==> config.mk <==
export PLATFORM = sky130hd
export DESIGN_NAME = ex_mem_stage
export DESIGN_NICKNAME = d
export VERILOG_FILES = /design/src/rtl/ex_mem_stage.sv
export SDC_FILE = /design/constraint.sdc
export NUM_CORES = 1
export LEC_CHECK = 0
export BUFFER_PORTS_ARGS = -buffer_cell sky130_fd_sc_hd__buf_2
export CAP_MARGIN = 0
export CORE_MARGIN = 2
export CORE_UTILIZATION = 35
export CTS_BUF_LIST = sky130_fd_sc_hd__clkbuf_4
export CTS_CLUSTER_SIZE = 12
export DETAILED_ROUTE_END_ITERATION = 8
export MAX_ROUTING_LAYER = met4
export PLACE_DENSITY_LB_ADDON = 0.15
export SLEW_MARGIN = 20
export SYNTH_ARGS = -nofsm -noshare
export SYNTH_HDL_FRONTEND = slang
export SYNTH_SLANG_ARGS = --single-unit
==> constraint.sdc <==
create_clock -name clk -period 1.8 [get_ports clk]
set_input_delay 0.09 -clock clk [delete_from_list [all_inputs] [get_ports clk]]
set_output_delay 0.09 -clock clk [all_outputs]
set_load 0.03 [all_outputs]
==> src/rtl/ex_mem_stage.sv <==
// EX/MEM pipeline register: ALU result, control, architectural flags, forwarding and retire count.
// Latency 1 cycle; stall holds everything, flush or an empty EX slot inserts a bubble.
module ex_mem_stage #(
  parameter int DATA_W = 32,
  parameter int REG_AW = 4,
  parameter int CNT_W  = 32
) (
  input  logic              clk,
  input  logic              rst,
  input  logic              stall,
  input  logic              flush,
  input  logic              in_valid,
  input  logic [DATA_W-1:0] alu_result,
  input  logic              alu_carry,
  input  logic              alu_zero,
  input  logic              alu_gt,
  input  logic              alu_overflow,
  input  logic              alu_negative,
  input  logic              set_flags,
  input  logic [DATA_W-1:0] store_data,
  input  logic [REG_AW-1:0] rd_addr,
  input  logic              reg_write,
  input  logic              mem_read,
  input  logic              mem_write,
  input  logic              mem_to_reg,
  output logic              out_valid,
  output logic [DATA_W-1:0] out_result,
  output logic [DATA_W-1:0] out_store_data,
  output logic [REG_AW-1:0] out_rd_addr,
  output logic              out_reg_write,
  output logic              out_mem_read,
  output logic              out_mem_write,
  output logic              out_mem_to_reg,
  output logic [4:0]        flags,
  output logic              fwd_en,
  output logic [DATA_W-1:0] fwd_value,
  output logic [CNT_W-1:0]  exec_count
);

  logic              r_valid;
  logic [DATA_W-1:0] r_result;
  logic [DATA_W-1:0] r_store_data;
  logic [REG_AW-1:0] r_rd_addr;
  logic              r_reg_write;
  logic              r_mem_read;
  logic              r_mem_write;
  logic              r_mem_to_reg;
  logic [4:0]        r_flags;
  logic [CNT_W-1:0]  r_exec_count;

  logic w_accept;
  logic w_bubble;

  // Flush beats stall: a squashed instruction must never survive a held cycle.
  assign w_accept = ~stall & ~flush & in_valid;
  assign w_bubble = flush | (~stall & ~in_valid);

  always_ff @(posedge clk) begin
    if (rst) begin
      r_valid      <= 1'b0;
      r_result     <= '0;
      r_store_data <= '0;
      r_rd_addr    <= '0;
      r_reg_write  <= 1'b0;
      r_mem_read   <= 1'b0;
      r_mem_write  <= 1'b0;
      r_mem_to_reg <= 1'b0;
      r_flags      <= '0;
      r_exec_count <= '0;
    end else if (w_accept) begin
      r_valid      <= 1'b1;
      r_result     <= alu_result;
      r_store_data <= store_data;
      r_rd_addr    <= rd_addr;
      r_reg_write  <= reg_write;
      r_mem_read   <= mem_read;
      r_mem_write  <= mem_write;
      r_mem_to_reg <= mem_to_reg;
      r_exec_count <= r_exec_count + 1'b1;
      if (set_flags) begin
        r_flags <= {alu_negative, alu_zero, alu_carry, alu_overflow, alu_gt};
      end
    end else if (w_bubble) begin
      // Data fields keep their last values; only validity and control are squashed.
      r_valid      <= 1'b0;
      r_reg_write  <= 1'b0;
      r_mem_read   <= 1'b0;
      r_mem_write  <= 1'b0;
      r_mem_to_reg <= 1'b0;
    end
  end

  assign out_valid      = r_valid;
  assign out_result     = r_result;
  assign out_store_data = r_store_data;
  assign out_rd_addr    = r_rd_addr;
  assign out_reg_write  = r_reg_write;
  assign out_mem_read   = r_mem_read;
  assign out_mem_write  = r_mem_write;
  assign out_mem_to_reg = r_mem_to_reg;
  assign flags          = r_flags;
  assign exec_count     = r_exec_count;

  // Loads cannot forward from here and r0 is never a real producer.
  assign fwd_en    = r_valid & r_reg_write & ~r_mem_read & (r_rd_addr != '0);
  assign fwd_value = r_result;

endmodule

==> results.md, run 1 <==
- Yosys reg bits: between 100 and 150
- Maximum clock frequency: 522.3 MHz
- Initial core utilization: between 30% and 40%
- Core footprint: 12570 um2
- Worst min path class: primary input to flop
- Synth Area in Adders: 0.2779%
- Final slew viol count: 0
- Synth top area share: between 40% and 50%
- Syn avg cell area: 8.170 um2
- Synth warn: 0
- Clk Latency, worst-skew pair: between 400 and 500 ps
- Setup Skew: 15.94 ps
- Slowest cell on the critical path: or4_4
- Final core occ: a little under three fifths
- Fin crit share: 106.4%
- Drt first-iter violations: roughly 300
- CTS max path bufs: 2
- Antenna-violating nets left: 0
- Top_reg_cell synth: dfxtp_1
- Synth Area in XOR/XNOR: under 10%
- I/O pins: 226
- Net Sw Power: about 1.2 mW
- Synth Area in Compound Gates: ~13%
- Gp weighted congestion: between 0.7 and 0.8
- Vias in the first global route: around 4600
- Initial antenna violation count: 0
- Commonest non-fill, non-tap cell in the layout: buf_2
- RSZ-0062 raised after global routing: yes
- Die H: between 100 and 150 um
- Final-stage net count: around 940
- Filler Cells Inserted: roughly 1100
- Cell internal pwr: 3.213 mW
- Reg clk slew, reported paths: 170 ps
- Crit. End Element: flop
- Post-DR wirelength/cell: between 10 and 15 um
- Sequential share of power: ~57%
- CP peak stage delay: slightly below 600 ps
- Max_cap viols: 0
- Run status: finished, violations left
- Hold slack: 96.20 ps
- Peak supply drop: approximately 0.00033 V
- Largest net degree at the start of global routing: just over 50
- Worst EP required: roughly 2200 ps
- Setup TNS: -978.1 ps
- Tmin final: about 1900 ps
- Clock root cell: clkbuf_4
- Post-synthesis mux area share: about 1.6%
- Area of the mapped netlist: roughly 4500 um2
- Multi-input gate area: roughly 2000 um2
- PortBufs: roughly 230
- Area leader, netlist: dfxtp_1
- Sw frac: about 28%
- Crit path cell chain: nand4_1 -> buf_6 -> or4_4 -> or4_1 -> a21oi_1
- Most frequent cells in the layout: 224 x buf_2, 146 x nand2_1, 87 x dfxtp_1, 86 x a21oi_1, 82 x dlygate4sd3_1
- Detailed-route DRC error count: 0
- Die Footprint: between 10000 and 15000 um2
- Largest family of logic cells by synthesized area: simple AND/OR/NAND/NOR gates
- Detailed-route via count: approximately 5000
- Fraction of layout cells with a size suffix above 1: roughly two fifths
- Initial DRT Pass Iterations: 5
- Global route overflow: 0
- Post-Synth Simple-Gate Area: around a quarter
- Dpl hpwl: between 9 and 10 mm
- Sequential cell area fraction in the yosys report: between 40 and 50%
- Synthesized Nets: 635
- Row Count: 41
- Gr usage total: roughly a fifth
- Largest cells by area after synthesis: dfxtp_1 49%, nand2_1 12%, a21oi_1 9.9%
- Area grow syn2layout: 56.11%
- Die width: about 120 um
- CP Class: flop to flop
- TritonCTS buffer count: 9
- Final setup vio count: 14
- Drt total wl: between 10 and 15 mm
- First-pass GRT wire length: approximately 23 mm
- Pre-CTS setup slack: -172.3 ps
- Unique masters post-synth: 32
- Lkg Pwr: 3.166 nW
- Vias per inst: about 4.8
- Critical Path AT: ~2300 ps
- Power share of the clock group: ~28%
- CTS tree: yes
- Slew Limit Headroom: 60.76%
- CP Launch Type: flop
- Worst slew pin tran: approximately 600 ps
- Gate power share: 15.2%
- Pwr dens: about 630 nW/um2
- # diodes: 0
- Reg area: roughly 2300 um2
- Final worst slack: -114.8 ps
- Failing checks: negative setup slack
- Max H-tree Level: 3
- Asr flop ratio synth: 0%
- Hold Fails Final Rpt: 0
- CP max FO: 6
- CTS Sinks: 110
- EDFF count, synth: 0
- Syn Inst Count: 551
## layout make-up
class	count	share of cell area [%]
Inverter	3	0.1602
Clock buffer	10	1.068
Clock inverter	6	0.8367
Tap cell	172	3.062
Sequential cell	110	32.13
Multi-Input combinational cell	373	28.72
Timing Repair Buffer	361	34.02
## through the flow
| step | cell area, um2 | cells | total power, mW |
|---|---|---|---|
| final | 7028 | 1035 | 4.437 |
| after global routing | 7028 | 1035 | 4.647 |
| after CTS | 6847 | 1022 | 4.494 |
| after detailed placement | 5884 | 923 | 3.098 |
| after global placement | 5884 | 923 | 3.090 |
| after floorplan | 4618 | 551 | 2.904 |
## timing repair
| item | 4_1_cts | 5_1_grt |
|---|---|---|
| endpoints found under the setup margin | 15 | 17 |
| setup buffers | 1 | 11 |
| cloned | 0 | 2 |
| resized for setup | 0 | 21 |
| hold endpoints to repair | 78 | 0 |
| hold buffers | 82 | 0 |
| pin swaps | 0 | 16 |
## per-layer routing
metal / up-vias / wire length [um] / GRT usage [%]
li1: 2477 / - / -
met1: 2331 / 6182 / 24.95
met2: 189 / 7521 / 35.42
met3: 19 / 814 / 3.453
met4: 0 / 247 / 7.681
met5: - / 0 / -
## synthesized netlist by cell type, types with 2 or more instances
cell and count:
buf_4 32, xnor2_1 3, mux2i_1 5, xor2_1 7
dfxtp_1 110, o21ai_0 5, nor2b_1 3, clkbuf_1 30
nand2_1 147, or3_1 6, and2_1 3, a22oi_1 4
mux2_2 2, nor2_1 18, o31ai_1 14, a21oi_1 89
or4_1 17, and3_1 4, inv_1 3, and4_1 4
nand3_1 9, nand4_1 17, buf_6 2, buf_2 2
nor3_1 8
## cells by family after synthesis
family / after synthesis
and+or+nand+nor: 241
AOI/OAI and AO/OA: 112
DFF: 110
buffers and inverters: 70
xor gates and xnor gates: 10
muxes: 7
adders and majority gates: 1
## power by group through the flow
stage / sequential, mW / clock (mW) / combinational [mW]
after floorplan: 2.68 / 0 / 0.228
after global placement: 2.56 / 0 / 0.526
after detailed placement: 2.57 / 0 / 0.531
after CTS: 2.52 / 1.31 / 0.667
after global routing: 2.52 / 1.40 / 0.721
final: 2.51 / 1.25 / 0.673
## worst max-delay path: cells and delay by family, from the launching register on
family,cells,cell delay [ps]
AOI/OAI and AO/OA,1,120
buffers and inverters,1,150
DFF,1,380
and+or+nand+nor,3,1210
## final timing paths
path	from	end	slack, ps	depth (start not counted)
setup / recovery	exec_count[10]	exec_count[20]	-110	5
hold / removal	rst	exec_count[25]	100	2
setup reg to reg	exec_count[10]	exec_count[20]	-110	5
hold reg to reg	out_store_data[31]	out_store_data[31]	460	2
No activity file was read; power rests on OpenSTA's default activity.
==> run 2, diff against run 1 <==
CTS_BUF_LIST = sky130_fd_sc_hd__clkbuf_16   (was sky130_fd_sc_hd__clkbuf_4)
==> results.md, run 2 (same netlist as run 1, synthesis figures left out) <==
- Worst Reg-to-Reg Cells: 5
- Die Footprint: 13790 um2
- Max_cap viols: 0
- Area grow syn2layout: 55.81%
- Setup Skew: 4.683 ps
- Cell internal pwr: 3.833 mW
- Die width: roughly 120 um
- Largest net degree at the start of global routing: between 50 and 60
- Antenna-violating nets left: 0
- Clock root cell: clkbuf_16
- Pwr dens: around 730 nW/um2
- Slowest cell on the critical path: or4_4
- Drt total wl: about 15 mm
- Fin crit share: 106.3%
- Final slew viol count: 0
- Pre-CTS setup slack: -172.3 ps
- Final-stage net count: roughly 930
- Initial core utilization: 35.82%
- Detailed-route DRC error count: 0
- Gp weighted congestion: 0.7975
- Final setup vio count: 10
- Gate power share: between 10% and 20%
- Most frequent cells in the layout: 224 x buf_2, 147 x nand2_1, 88 x a21oi_1, 87 x dfxtp_1, 73 x dlygate4sd3_1
- Initial DRT Pass Iterations: 5
- Clk Latency, worst-skew pair: 340 ps
- Core footprint: 12570 um2
- Hold Fails Final Rpt: 0
- Run status: finished, violations left
- Global route overflow: 0
- Worst min path class: primary input to flop
- Final Cell Area: 7014 um2
- Drt first-iter violations: between 200 and 300
- CP Class: flop to flop
- CP peak stage delay: about 590 ps
- Slew Limit Headroom: about 62%
- PortBufs: 225
- # diodes: 0
- Initial antenna violation count: 0
- TritonCTS buffer count: 9
- Max H-tree Level: 3
- Top Family by Delay on Critical Path: simple AND/OR/NAND/NOR gates
- Hold slack: 36.47 ps
- Vias per inst: about 4.9
- Final core occ: roughly 56%
- Final worst slack: -113.8 ps
- Crit path cell chain: nand4_1 -> buf_6 -> or4_4 -> or4_1 -> a21oi_1
- Maximum clock frequency: 522.5 MHz
- CTS Sinks: between 100 and 150
- Crit. End Element: flop
- Worst path buffer plus inverter count: 1
- CP Launch Type: flop
- I/O pins: between 200 and 250
- Vias in the first global route: roughly 4700
- Detailed-route via count: roughly 5000
- Worst slew pin tran: around 570 ps
- CTS tree: yes
- Tmin final: between 1500 and 2000 ps
- Lkg Pwr: roughly 3.2 nW
- Gr usage total: 21.24%
- Net Sw Power: between 1 and 1.5 mW
- Worst EP required: between 2000 and 2500 ps
- Critical Path AT: 2190 ps
- Fraction of layout cells with a size suffix above 1: 38.63%
- Die H: about 120 um
- Failing checks: negative setup slack
- Commonest non-fill, non-tap cell in the layout: buf_2
- Reg clk slew, reported paths: 70 ps
- CP max FO: 6
- Row Count: 41
- Min-Delay Path Depth: 3
- Total power draw: ~5.1 mW
- CTS max path bufs: 2
- RSZ-0062 raised after global routing: yes
- Peak supply drop: approximately 0.00051 V
- Power share of the clock group: between 30% and 40%
- Post-DR wirelength/cell: 14.31 um
- Sequential share of power: approximately half
- Sw frac: between 20 and 30%
- First-pass GRT wire length: roughly 23 mm
- Placed cell area: a little under 6000 um2
- Crit path depth: 5
- Dpl hpwl: about 9.8 mm
==> run 2: cell count changes in the layout (fill, tap and decap cells not counted), moves of 3 or more <==
cell,before,now
clkbuf_16,0,9
dlygate4sd3_1,82,73
clkbuf_4,10,0
buf_4,50,47
==> run 2: layout make-up <==
| cell class | count | area (um2) |
|---|---|---|
| Clock buffer | 9 | 225.2 |
| Multi-Input combinational cell | 373 | 1986 |
| Inverter | 3 | 11.26 |
| Tap cell | 172 | 215.2 |
| Timing Repair Buffer | 347 | 2256 |
| Sequential cell | 110 | 2258 |
| Fill cell | 1134 | 5554 |
| Clock inverter | 7 | 62.56 |
==> run 2: path summary, 6_finish.rpt <==
kind | startpoint | endpoint | slack [ps]
worst max-delay path | exec_count[9] | exec_count[29] | -110
worst min-delay path | mem_read | out_mem_read | 40
worst min register to register | out_store_data[15] | out_store_data[15] | 450
worst max register to register | exec_count[9] | exec_count[29] | -110
==> run 2: power by group through the flow <==
stage               Combinational, mW  Clock [mW]  Sequential [mW]
global route                    0.710        2.13             2.52
global placement                0.526           0             2.56
floorplan                       0.228           0             2.68
detailed placement              0.531           0             2.57
CTS                             0.658        2.04             2.51
finish                          0.661        1.95             2.51
==> run 2: routing by layer <==
| layer | global-route usage (%) | part of all wire, % | up-vias |
|---|---|---|---|
| li1 | - | - | 2454 |
| met1 | 25.16 | 42 | 2301 |
| met2 | 36.04 | 50 | 190 |
| met3 | 3.891 | 5.9 | 22 |
| met4 | 7.907 | 2.1 | 0 |
| met5 | - | 0 | - |
==> run 2: timing repair <==
item / CTS / global route
pin swaps: 20 / 5
endpoints found under the setup margin: 14 / 15
hold endpoints to repair: 73 / 0
gates cloned: 2 / 0
hold buffers: 73 / 0
gates resized for setup: 8 / 3
setup buffers: 6 / 1
==> run 2: metrics by stage <==
| stage | std cells | setup TNS [ps] |
|---|---|---|
| after global placement | 923 | -721.9 |
| after detailed placement | 923 | -1297 |
| final | 1021 | -553.4 |
| after floorplan | 551 | -762.9 |
| after global routing | 1021 | -1390 |
| after CTS | 1020 | -400.8 |
==> run 2: tightest hold or removal path, stage by stage <==
cell and delay (ps):
buf_2 80, a22oi_1 50, nor3_1 110
==> run 3, diff against run 2 <==
==> constraint.sdc (replaced) <==
create_clock -name clk -period 1.8 [get_ports clk]
set_input_delay 0.36 -clock clk [delete_from_list [all_inputs] [get_ports clk]]
set_output_delay 0.36 -clock clk [all_outputs]
set_load 0.03 [all_outputs]
==> results.md, run 3 (same netlist as run 1, synthesis figures left out) <==
- Run status: finished, violations left
- Failing checks: negative setup slack
- Fraction of layout cells with a size suffix above 1: a little over two fifths
- CP max FO: 11
- Die width: 117.4 um
- Slowest cell on the critical path: or4_4
- Drt first-iter violations: 189
- Maximum clock frequency: ~530 MHz
- Detailed-route via count: about 4600
- Post-DR wirelength/cell: between 10 and 15 um
- RSZ-0062 raised after global routing: yes
- Die H: between 100 and 150 um
- Crit. End Element: flop
- Clock root cell: clkbuf_16
- Core footprint: between 10000 and 15000 um2
- Die Footprint: roughly 14000 um2
- I/O pins: between 200 and 250
- Hold Fails Final Rpt: 0
- Peak supply drop: 0.0004582 V
- Final Cell Area: approximately 6300 um2
- Gp weighted congestion: about 0.84
- Initial core utilization: 35.82%
- Lkg Pwr: about 2.9 nW
- Fin crit share: 105.4%
- Antenna-violating nets left: 0
- # diodes: 0
- Final non-filler cell total: 950
- Dpl hpwl: between 9 and 10 mm
- Tmin final: between 1500 and 2000 ps
- Clk Latency, worst-skew pair: ~350 ps
- Setup Skew: between 6 and 7 ps
- Cell mode on critical path: or4_4
- Hold slack: about 240 ps
- Initial antenna violation count: 0
- Top Family by Delay on Critical Path: simple AND/OR/NAND/NOR gates
- CP peak stage delay: just over 600 ps
- Reg clk slew, reported paths: ~80 ps
- Commonest non-fill, non-tap cell in the layout: buf_2
- CP Class: flop to flop
- Worst EP required: 2080 ps
- Vias in the first global route: around 4400
- CTS tree: yes
- Vias per inst: around 4.8
- CP Launch Type: flop
- Row Count: 41
- Largest net degree at the start of global routing: between 60 and 70
- Pre-CTS setup slack: -479.7 ps
- Worst min path class: primary input to flop
- CTS Hold Bufs: 0
- First-pass GRT wire length: about 22 mm
- Final setup vio count: 14
- Most frequent cells in the layout: 221 x buf_2, 147 x nand2_1, 93 x dfxtp_1, 82 x a21oi_1, 50 x buf_4
- Max H-tree Level: 3
- Worst path buffer plus inverter count: 0
- Max_cap viols: 0
- Global route overflow: 0
- PortBufs: 225
- Gr usage total: 19.66%
- Dpl cells: 932
- Worst slew pin tran: around 610 ps
- Drt total wl: between 10 and 15 mm
- CTS max path bufs: 2
- Pwr dens: about 800 nW/um2
- Detailed-route DRC error count: 0
- Final worst slack: -97.40 ps
- CTS Sinks: 110
- Slew Limit Headroom: roughly 59%
- Initial DRT Pass Iterations: 4
- Area grow syn2layout: 40.88%
- Final-stage net count: roughly 860
- TritonCTS buffer count: 9
- Final slew viol count: 0
- Critical Path AT: between 2000 and 2500 ps
- Crit path cell chain: nand4_1 -> or4_4 -> or4_4 -> a21oi_2
- Placed cell area: 5918 um2
## run 3: cell types whose count changed in the layout (fill, tap and decap cells not counted), sizes merged
| cell | change |
|---|---|
| clkinvlp | +1 |
| dlygate4sd3 | -73 |
| buf | +3 |
| inv | +1 |
| clkinv | -2 |
| or4 | -1 |
## run 3: power by group
| part | leakage [nW] | internal, mW | switching, mW | total, mW |
|---|---|---|---|---|
| clock | 0.150 | 1.10 | 0.959 | 2.06 |
| sequential | 0.903 | 2.47 | 0.0341 | 2.51 |
| combinational | 1.80 | 0.187 | 0.345 | 0.531 |
| total | 2.86 | 3.76 | 1.34 | 5.10 |
## run 3: worst paths after layout
kind,start,endpoint,slack [ps],cells past startpoint
worst max-delay path,exec_count[14],exec_count[22],-100,4
worst min-delay path,store_data[23],out_store_data[23],240,3
worst max register to register,exec_count[14],exec_count[22],-100,4
worst min register to register,out_store_data[25],out_store_data[25],450,2
## run 3: worst reg2reg max path, cell delays in order, from the launching register on
cell and delay [ps]:
dfxtp_4 340, nand4_1 190, or4_4 610, or4_4 540, a21oi_2 150
## run 3: layer usage
layer	vias up	global-route usage, %	routed length [um]
li1	2304	-	-
met1	2114	24.09	5658
met2	169	31.40	6287
met3	16	5.107	1021
met4	0	7.003	206
met5	-	-	0
## run 3: final cells by class
| cell class | instances | area [um2] |
|---|---|---|
| clock buffers | 9 | 225.2 |
| clock inverters | 7 | 80.08 |
| fillers | 1248 | 6226 |
| inverters | 3 | 11.26 |
| multi-input cells | 372 | 1989 |
| flip-flops and latches | 110 | 2246 |
| well taps | 172 | 215.2 |
| repair buffers | 277 | 1575 |
## run 3: stage by stage
| step | power (mW) | TNS [ps] | utilization (%) |
|---|---|---|---|
| after floorplan | 2.906 | -3653 | - |
| after global placement | 3.086 | -4464 | 47.09 |
| after detailed placement | 3.094 | -5099 | 47.09 |
| after CTS | 5.178 | -591.7 | 49.69 |
| after global routing | 5.327 | -1918 | 50.46 |
| final | 5.102 | -594.2 | 50.46 |
## run 3: what timing repair did
item | in CTS | in global routing
resized for setup | 5 | 21
setup endpoints to repair | 13 | 16
setup buffers | 0 | 1
pin swaps | 1 | 0
hold endpoints to repair | 0 | 0
gates cloned | 0 | 1
